===== src/rtl/cpu_ctrl_pkg.sv =====
// Shared encodings for the multi-cycle control unit: states, opcodes, ALU ops,
// datapath mux codes and the decoded-instruction payload.
package cpu_ctrl_pkg;

    typedef enum logic [3:0] {
        S_IF     = 4'd0,
        S_ID     = 4'd1,
        S_EXE_AL = 4'd2,
        S_EXE_B  = 4'd3,
        S_EXE_LS = 4'd4,
        S_MEM    = 4'd5,
        S_WB_AL  = 4'd6,
        S_WB_LD  = 4'd7,
        S_HALT   = 4'd8
    } state_e;

    localparam logic [5:0] OP_RTYPE = 6'b000000;
    localparam logic [5:0] OP_BLTZ  = 6'b000001;
    localparam logic [5:0] OP_J     = 6'b000010;
    localparam logic [5:0] OP_JAL   = 6'b000011;
    localparam logic [5:0] OP_BEQ   = 6'b000100;
    localparam logic [5:0] OP_BNE   = 6'b000101;
    localparam logic [5:0] OP_ADDIU = 6'b001001;
    localparam logic [5:0] OP_SLTI  = 6'b001010;
    localparam logic [5:0] OP_ANDI  = 6'b001100;
    localparam logic [5:0] OP_ORI   = 6'b001101;
    localparam logic [5:0] OP_LW    = 6'b100011;
    localparam logic [5:0] OP_SW    = 6'b101011;

    localparam logic [5:0] FN_SLL = 6'b000000;
    localparam logic [5:0] FN_JR  = 6'b001000;

    typedef enum logic [3:0] {
        ALU_ADD   = 4'd0,
        ALU_SUB   = 4'd1,
        ALU_AND   = 4'd2,
        ALU_OR    = 4'd3,
        ALU_SLT   = 4'd4,
        ALU_RTYPE = 4'd5
    } alu_op_e;

    localparam logic [1:0] PC_PLUS4  = 2'b00;
    localparam logic [1:0] PC_BRANCH = 2'b01;
    localparam logic [1:0] PC_JUMP   = 2'b10;
    localparam logic [1:0] PC_RS     = 2'b11;

    localparam logic [1:0] RD_RT = 2'b00;
    localparam logic [1:0] RD_RD = 2'b01;
    localparam logic [1:0] RD_RA = 2'b10;

    localparam logic [1:0] WB_ALU = 2'b00;
    localparam logic [1:0] WB_MEM = 2'b01;
    localparam logic [1:0] WB_PC4 = 2'b10;

    typedef enum logic [2:0] {
        CLS_ILL,
        CLS_J,
        CLS_JAL,
        CLS_JR,
        CLS_HALT,
        CLS_BR,
        CLS_LS,
        CLS_AL
    } ins_class_e;

    typedef enum logic [1:0] {
        BR_EQ,
        BR_NE,
        BR_LTZ
    } br_kind_e;

    typedef struct packed {
        ins_class_e cls;
        br_kind_e   br;
        logic       is_rtype;
        logic       is_lw;
        logic       alu_src_a;
        logic       alu_src_b;
        logic       ext_src;
        alu_op_e    alu_op;
    } decode_t;

    function automatic logic br_taken(input br_kind_e br, input logic zero, input logic sign);
        case (br)
            BR_EQ:   return zero;
            BR_NE:   return !zero;
            BR_LTZ:  return sign;
            default: return 1'b0;
        endcase
    endfunction

endpackage


===== src/rtl/op_decoder.sv =====
// Combinational op/func decode into instruction class plus the ALU/extend
// settings that class needs in its execute cycle.
module op_decoder
    import cpu_ctrl_pkg::*;
#(
    parameter logic [5:0] HALT_OP = 6'b111111
) (
    input  logic [5:0] op,
    input  logic [5:0] func,
    output decode_t    dec
);

    always_comb begin
        dec        = '0;
        dec.cls    = CLS_ILL;
        dec.br     = BR_EQ;
        dec.alu_op = ALU_ADD;
        // HALT_OP is configurable, so it wins over any fixed opcode it may alias
        if (op == HALT_OP) begin
            dec.cls = CLS_HALT;
        end else begin
            case (op)
                OP_RTYPE: begin
                    dec.is_rtype = 1'b1;
                    if (func == FN_JR) begin
                        dec.cls = CLS_JR;
                    end else begin
                        dec.cls       = CLS_AL;
                        dec.alu_op    = ALU_RTYPE;
                        dec.alu_src_a = (func == FN_SLL);
                    end
                end
                OP_J:   dec.cls = CLS_J;
                OP_JAL: dec.cls = CLS_JAL;
                OP_BEQ: begin
                    dec.cls    = CLS_BR;
                    dec.br     = BR_EQ;
                    dec.alu_op = ALU_SUB;
                end
                OP_BNE: begin
                    dec.cls    = CLS_BR;
                    dec.br     = BR_NE;
                    dec.alu_op = ALU_SUB;
                end
                OP_BLTZ: begin
                    dec.cls    = CLS_BR;
                    dec.br     = BR_LTZ;
                    dec.alu_op = ALU_ADD;
                end
                OP_LW, OP_SW: begin
                    dec.cls       = CLS_LS;
                    dec.is_lw     = (op == OP_LW);
                    dec.alu_src_b = 1'b1;
                    dec.ext_src   = 1'b1;
                    dec.alu_op    = ALU_ADD;
                end
                OP_ADDIU, OP_SLTI: begin
                    dec.cls       = CLS_AL;
                    dec.alu_src_b = 1'b1;
                    dec.ext_src   = 1'b1;
                    dec.alu_op    = (op == OP_ADDIU) ? ALU_ADD : ALU_SLT;
                end
                OP_ANDI, OP_ORI: begin
                    dec.cls       = CLS_AL;
                    dec.alu_src_b = 1'b1;
                    dec.ext_src   = 1'b0;
                    dec.alu_op    = (op == OP_ANDI) ? ALU_AND : ALU_OR;
                end
                default: ;
            endcase
        end
    end

endmodule


===== src/rtl/multicycle_control_unit.sv =====
// Multi-cycle control FSM: steps each instruction through IF/ID/EXE/MEM/WB and
// drives the shared-datapath strobes, with memory wait states and global hold.
module multicycle_control_unit
    import cpu_ctrl_pkg::*;
#(
    parameter int unsigned MEM_LAT = 1,
    parameter int unsigned CNT_W   = $clog2(MEM_LAT + 1),
    parameter logic [5:0]  HALT_OP = 6'b111111
) (
    input  logic       CLK,
    input  logic       Reset,
    input  logic [5:0] op,
    input  logic [5:0] func,
    input  logic       zero,
    input  logic       sign,
    input  logic       hold,
    output logic       PCWrite,
    output logic       IRWrite,
    output logic       InsMemRW,
    output logic       ExtSrc,
    output logic       ALUSrcA,
    output logic       ALUSrcB,
    output logic [3:0] ALUOp,
    output logic       MemRead,
    output logic       MemWrite,
    output logic       RegWrite,
    output logic [1:0] RegDst,
    output logic [1:0] WBSrc,
    output logic [1:0] PCSrc,
    output logic [3:0] state,
    output logic       halted,
    output logic       illegal
);

    localparam logic [CNT_W-1:0] CNT_LAST = CNT_W'(MEM_LAT - 1);

    state_e           state_q;
    state_e           state_d;
    state_e           cur;
    logic [CNT_W-1:0] cnt_q;
    logic [CNT_W-1:0] cnt_d;
    decode_t          dec;

    op_decoder #(
        .HALT_OP (HALT_OP)
    ) u_dec (
        .op   (op),
        .func (func),
        .dec  (dec)
    );

    // While reset is held the outputs already look like the IF state
    assign cur    = Reset ? state_q : S_IF;
    assign state  = cur;
    assign halted = (cur == S_HALT);

    always_ff @(posedge CLK) begin
        if (!Reset) begin
            state_q <= S_IF;
            cnt_q   <= '0;
        end else begin
            state_q <= state_d;
            cnt_q   <= cnt_d;
        end
    end

    always_comb begin
        state_d  = cur;
        cnt_d    = cnt_q;
        PCWrite  = 1'b0;
        IRWrite  = 1'b0;
        InsMemRW = 1'b0;
        ExtSrc   = 1'b0;
        ALUSrcA  = 1'b0;
        ALUSrcB  = 1'b0;
        ALUOp    = ALU_ADD;
        MemRead  = 1'b0;
        MemWrite = 1'b0;
        RegWrite = 1'b0;
        RegDst   = RD_RT;
        WBSrc    = WB_ALU;
        PCSrc    = PC_PLUS4;
        illegal  = 1'b0;

        case (cur)
            S_IF: begin
                InsMemRW = 1'b1;
                IRWrite  = 1'b1;
                state_d  = S_ID;
            end
            S_ID: begin
                case (dec.cls)
                    CLS_J, CLS_JAL: begin
                        PCWrite = 1'b1;
                        PCSrc   = PC_JUMP;
                        state_d = S_IF;
                        if (dec.cls == CLS_JAL) begin
                            RegWrite = 1'b1;
                            RegDst   = RD_RA;
                            WBSrc    = WB_PC4;
                        end
                    end
                    CLS_JR: begin
                        PCWrite = 1'b1;
                        PCSrc   = PC_RS;
                        state_d = S_IF;
                    end
                    CLS_HALT: state_d = S_HALT;
                    CLS_BR:   state_d = S_EXE_B;
                    CLS_LS:   state_d = S_EXE_LS;
                    CLS_AL:   state_d = S_EXE_AL;
                    default: begin
                        PCWrite = 1'b1;
                        PCSrc   = PC_PLUS4;
                        illegal = 1'b1;
                        state_d = S_IF;
                    end
                endcase
            end
            S_EXE_AL: begin
                ALUSrcA = dec.alu_src_a;
                ALUSrcB = dec.alu_src_b;
                ExtSrc  = dec.ext_src;
                ALUOp   = dec.alu_op;
                state_d = S_WB_AL;
            end
            S_WB_AL: begin
                RegWrite = 1'b1;
                WBSrc    = WB_ALU;
                RegDst   = dec.is_rtype ? RD_RD : RD_RT;
                PCWrite  = 1'b1;
                PCSrc    = PC_PLUS4;
                state_d  = S_IF;
            end
            S_EXE_B: begin
                ALUOp   = dec.alu_op;
                PCWrite = 1'b1;
                PCSrc   = br_taken(dec.br, zero, sign) ? PC_BRANCH : PC_PLUS4;
                state_d = S_IF;
            end
            S_EXE_LS: begin
                ALUSrcB = 1'b1;
                ExtSrc  = 1'b1;
                ALUOp   = ALU_ADD;
                cnt_d   = '0;
                state_d = S_MEM;
            end
            S_MEM: begin
                MemRead = dec.is_lw;
                // The store commits and PC advances only in the final wait cycle
                if (cnt_q == CNT_LAST) begin
                    if (dec.is_lw) begin
                        state_d = S_WB_LD;
                    end else begin
                        MemWrite = 1'b1;
                        PCWrite  = 1'b1;
                        PCSrc    = PC_PLUS4;
                        state_d  = S_IF;
                    end
                end else begin
                    cnt_d = cnt_q + CNT_W'(1);
                end
            end
            S_WB_LD: begin
                RegWrite = 1'b1;
                WBSrc    = WB_MEM;
                RegDst   = RD_RT;
                PCWrite  = 1'b1;
                PCSrc    = PC_PLUS4;
                state_d  = S_IF;
            end
            S_HALT: state_d = S_HALT;
            default: state_d = S_IF;
        endcase

        if (!Reset) begin
            PCWrite  = 1'b0;
            IRWrite  = 1'b0;
            RegWrite = 1'b0;
            MemWrite = 1'b0;
            MemRead  = 1'b0;
            illegal  = 1'b0;
        end else if (hold && cur != S_HALT) begin
            state_d  = cur;
            cnt_d    = cnt_q;
            PCWrite  = 1'b0;
            IRWrite  = 1'b0;
            RegWrite = 1'b0;
            MemWrite = 1'b0;
            illegal  = 1'b0;
        end
    end

endmodule


===== config.mk =====
export PLATFORM = sky130hd
export DESIGN_NAME = multicycle_control_unit
export DESIGN_NICKNAME = d
export VERILOG_FILES = /design/src/rtl/cpu_ctrl_pkg.sv /design/src/rtl/op_decoder.sv /design/src/rtl/multicycle_control_unit.sv
export SDC_FILE = /design/constraint.sdc
export NUM_CORES = 1
export LEC_CHECK = 0
export BUFFER_PORTS_ARGS = -buffer_cell sky130_fd_sc_hd__clkbuf_2
export CAP_MARGIN = 20
export CORE_MARGIN = 2
export CORE_UTILIZATION = 45
export DETAILED_ROUTE_END_ITERATION = 10
export GPL_TIMING_DRIVEN = 0
export HOLD_SLACK_MARGIN = 0.1
export PLACE_DENSITY = 0.78
export SLEW_MARGIN = 30
export SYNTH_ARGS = -nofsm -noshare
export SYNTH_HDL_FRONTEND = slang
export SYNTH_HIERARCHICAL = 1
export SYNTH_SLANG_ARGS = --single-unit

===== constraint.sdc =====
create_clock -name CLK -period 6.25 [get_ports CLK]
set_input_delay 0.9375 -clock CLK [delete_from_list [all_inputs] [get_ports CLK]]
set_output_delay 0.9375 -clock CLK [all_outputs]
set_load 0.02 [all_outputs]

==> flow_summary.json <==
{
  "synth_top_area_share_pct": 8.85,
  "tritoncts": "done",
  "syn-num-nets": 147,
  "synth_area_leader_cell": "dfxtp_1",
  "synth_top_family_by_area": "simple AND/OR/NAND/NOR gates",
  "leakage_nw": 0.541,
  "crit_path_end": "RegWrite",
  "core_um2": 1920,
  "synth_compound_area_share_pct": 26.0,
  "synth_xor_area_share_pct": 1.94,
  "synth_simple_gate_area_share_pct": 52.1,
  "largest_reg_flops": 4,
  "reg2reg_from": "state_q[2]$_SDFF_PN0_",
  "ff2ff_setup_slack_ns": 4.86,
  "gp_congestion": 0.826,
  "largest_register": "state_q",
  "cp_data_arrival_time_ns": 2.86,
  "p_clk_share_pct": 31.6,
  "wl_per_cell_um": 13.1,
  "path_depth": 9,
  "yosys-top-cells-area": "dfxtp_1, nor2_1, and3_1, nor3_1, nor4b_2",
  "cts_buffers": 3,
  "cp_cell_sequence": "clkbuf_2, or4_4, nor2_1, nand2_1, a211o_1, nand3b_2, o21a_1, nor2_1, clkbuf_2",
  "slew_headroom_pct": 55.8,
  "fin_crit_ns": 3.80,
  "synth_warnings": 6,
  "design.portCount": 42,
  "vias": 1159,
  "syn_avg_cell_area_um2": 6.96,
  "initial_core_util_pct": 47.1,
  "grt_pass1_wl_um": 4620,
  "viasPerCell": 5.80,
  "grt_use_total_pct": 23.9,
  "wl_um": 2620,
  "fp.dieH_um": 48.8,
  "antenna_found_initial": 0,
  "async_reset_ff_share_pct": 0,
  "clockBufferDepth": 2,
  "cts.sinks": 4,
  "worst_pin_slew_ns": 0.658,
  "cts_setup_buffers": 0,
  "rows": 16,
  "crit_required_ns": 5.31,
  "p_seq_share_pct": 25.3,
  "dr.pass1.iters": 4,
  "hold_viol_final": 0,
  "peakVddDrop_mv": 0.0836,
  "ys_seq_area_share_pct": 8.85,
  "worst_slack_ns": 2.45,
  "synth_ff_type": "dfxtp_1",
  "nNetsFinal": 192,
  "timing.fmax_mhz": 263,
  "grt_max_degree": 11,
  "hold_ws_ns": 0.827,
  "setup_viol": 0,
  "combPwrFrac_pct": 43.1,
  "cp_top_family": "simple AND/OR/NAND/NOR gates",
  "cts_root_buffer": "clkbuf_4",
  "r2r-end": "state_q[0]$_SDFF_PN0_",
  "synth-edff-count": 0,
  "synth.distinct_cells": 53,
  "ff2ff_path_depth": 5,
  "io_buffers": 40,
  "p_per_area_nw_per_um2": 95.5,
  "worst-path-buf-inv": 2,
  "netlist_area_um2": 905,
  "cell_internal_pwr_uw": 67.1,
  "slowest_delay_ns": 0.53,
  "slew_viol_final": 0,
  "hp-start": "state_q[0]$_SDFF_PN0_",
  "detail_route.iter0.violations": 48,
  "first_global_vias": 1087,
  "dpl_worst_slack_ns": 2.46,
  "status": "finished, final reports clean",
  "maxCapViolations": 0,
  "finClkSkew_ns": 0.00334,
  "cts_hold_buf": 0,
  "worstHoldPathCells": 4,
  "grt-ovfl-total": 0,
  "dp_hpwl_um": 2090,
  "syn-instance-count": 130,
  "finalSetupTns_ns": 0,
  "die_area_um2": 2380,
  "power_switching_uw": 43.7,
  "cts_resized": 0,
  "drcViolationCount": 0,
  "worst_setup_path_start_kind": "primary input",
  "nFillCells": 190,
  "postRouteAntennaNets": 0,
  "synth_mux_area_share_pct": 0,
  "htreeDepth": 1,
  "dieWidth_um": 48.8,
  "fin_crit_sh_pct": 60.8,
  "critPathMaxFanout": 7,
  "grt_setup_unrepaired": "no",
  "insertion_delay_ns": 0.25,
  "path_class": "primary input to output port",
  "swShare_pct": 39.4,
  "cp_slowest_cell": "or4_4",
  "synthAdderAreaFrac_pct": 0,
  "startpoint": "func[0]",
  "num_antenna_cells": 0,
  "end_kind": "output port",
  "syn_to_final_growth_pct": 28.4,
  "reg_top3": "state_q x4",
  "synth-seq-cells": 4,
  "clk_pin_slew_ns": 0.04,
  "drive_above_1_share_pct": 37.6,
  "min_path_type": "register to register"
}
## kinds of logic after synthesis
kind of cell,Yosys count
xor+xnor,2
simple gates,74
buf+inv,17
other cells,1
compound gates,32
flops,4
## power by group through the flow
stage	Clock [mW]	Combinational [mW]	Sequential, mW
after detailed placement	0	0.0472	0.0284
final	0.0351	0.0478	0.0280
after global placement	0	0.0456	0.0283
after floorplan	0	0.0318	0.0280
after global routing	0.0382	0.0523	0.0282
after CTS	0.0358	0.0473	0.0280
## Yosys cell counts, drive strengths merged (3+ instances only)
library cell and n:
nand2b 3, buf 10, a21oi 6, nand3 4, nor4 5, nor3 9
nor2b 3, o21ai 6, and3 7, nand3b 4, a22o 3, inv 6
nand2 7, dfxtp 4, nor2 13, and2 5
## cell usage in the layout, fill, tap and decap left out, drive strengths merged, types with 2 or more instances in the layout
cell    count
clkbuf     44
nor2       13
buf        10
nor3        9
and3        7
nand2       7
inv         6
a21oi       6
o21ai       6
and2        5
nor4        5
nand3       4
dfxtp       4
nand3b      4
nand2b      3
nor2b       3
a22o        3
xnor2       2
nor4b       2
o31a        2
o31ai       2
nand4       2
a211o       2
or3         2
nor3b       2
or4         2
## per-stage QoR
stage | cells | utilization [%] | total power [mW] | instance area [um^2]
after floorplan | 130 | - | 0.0598 | 905
after global placement | 197 | 59.2 | 0.0739 | 1140
after detailed placement | 197 | 59.2 | 0.0755 | 1140
after CTS | 200 | 60.4 | 0.111 | 1160
after global routing | 200 | 60.4 | 0.119 | 1160
final | 200 | 60.4 | 0.111 | 1160
## worst reg2reg max path: cells and delay by family (launching register included)
family / cells / cell delay, ns
DFF: 1 / 0.32
AOI/OAI and AO/OA: 2 / 0.38
and+or+nand+nor: 2 / 0.46
buffers and inverters: 1 / 0.18
## routing by layer
metal	global-route usage, %	share of wire [%]	up-vias
met1	30.4	45	524
met3	5.21	7.2	7
li1	-	-	581
met4	7.14	1.5	0
met2	40.4	46	47
met5	0	0	-
## worst min-delay path by stage
stage	endpoint	slack (ns)
finish	state_q[2]$_SDFF_PN0_	0.83
global route	state_q[3]$_SDFF_PN0_	0.87
CTS	state_q[2]$_SDFF_PN0_	0.83
detailed placement	state_q[2]$_SDFF_PN0_	0.82
global placement	state_q[2]$_SDFF_PN0_	0.80
floorplan	state_q[2]$_SDFF_PN0_	0.73
## area by class of cell
cell class / count / area, um^2 / share of cell area, %
multi-input cells: 109 / 728 / 62.7
repair buffers: 40 / 200 / 17.2
flip-flops and latches: 4 / 80.1 / 6.90
plain buffers: 11 / 73.8 / 6.36
well taps: 27 / 33.8 / 2.91
clock buffers: 3 / 22.5 / 1.94
inverters: 6 / 22.5 / 1.94
Note: power is estimated with default switching activity, not from simulation.
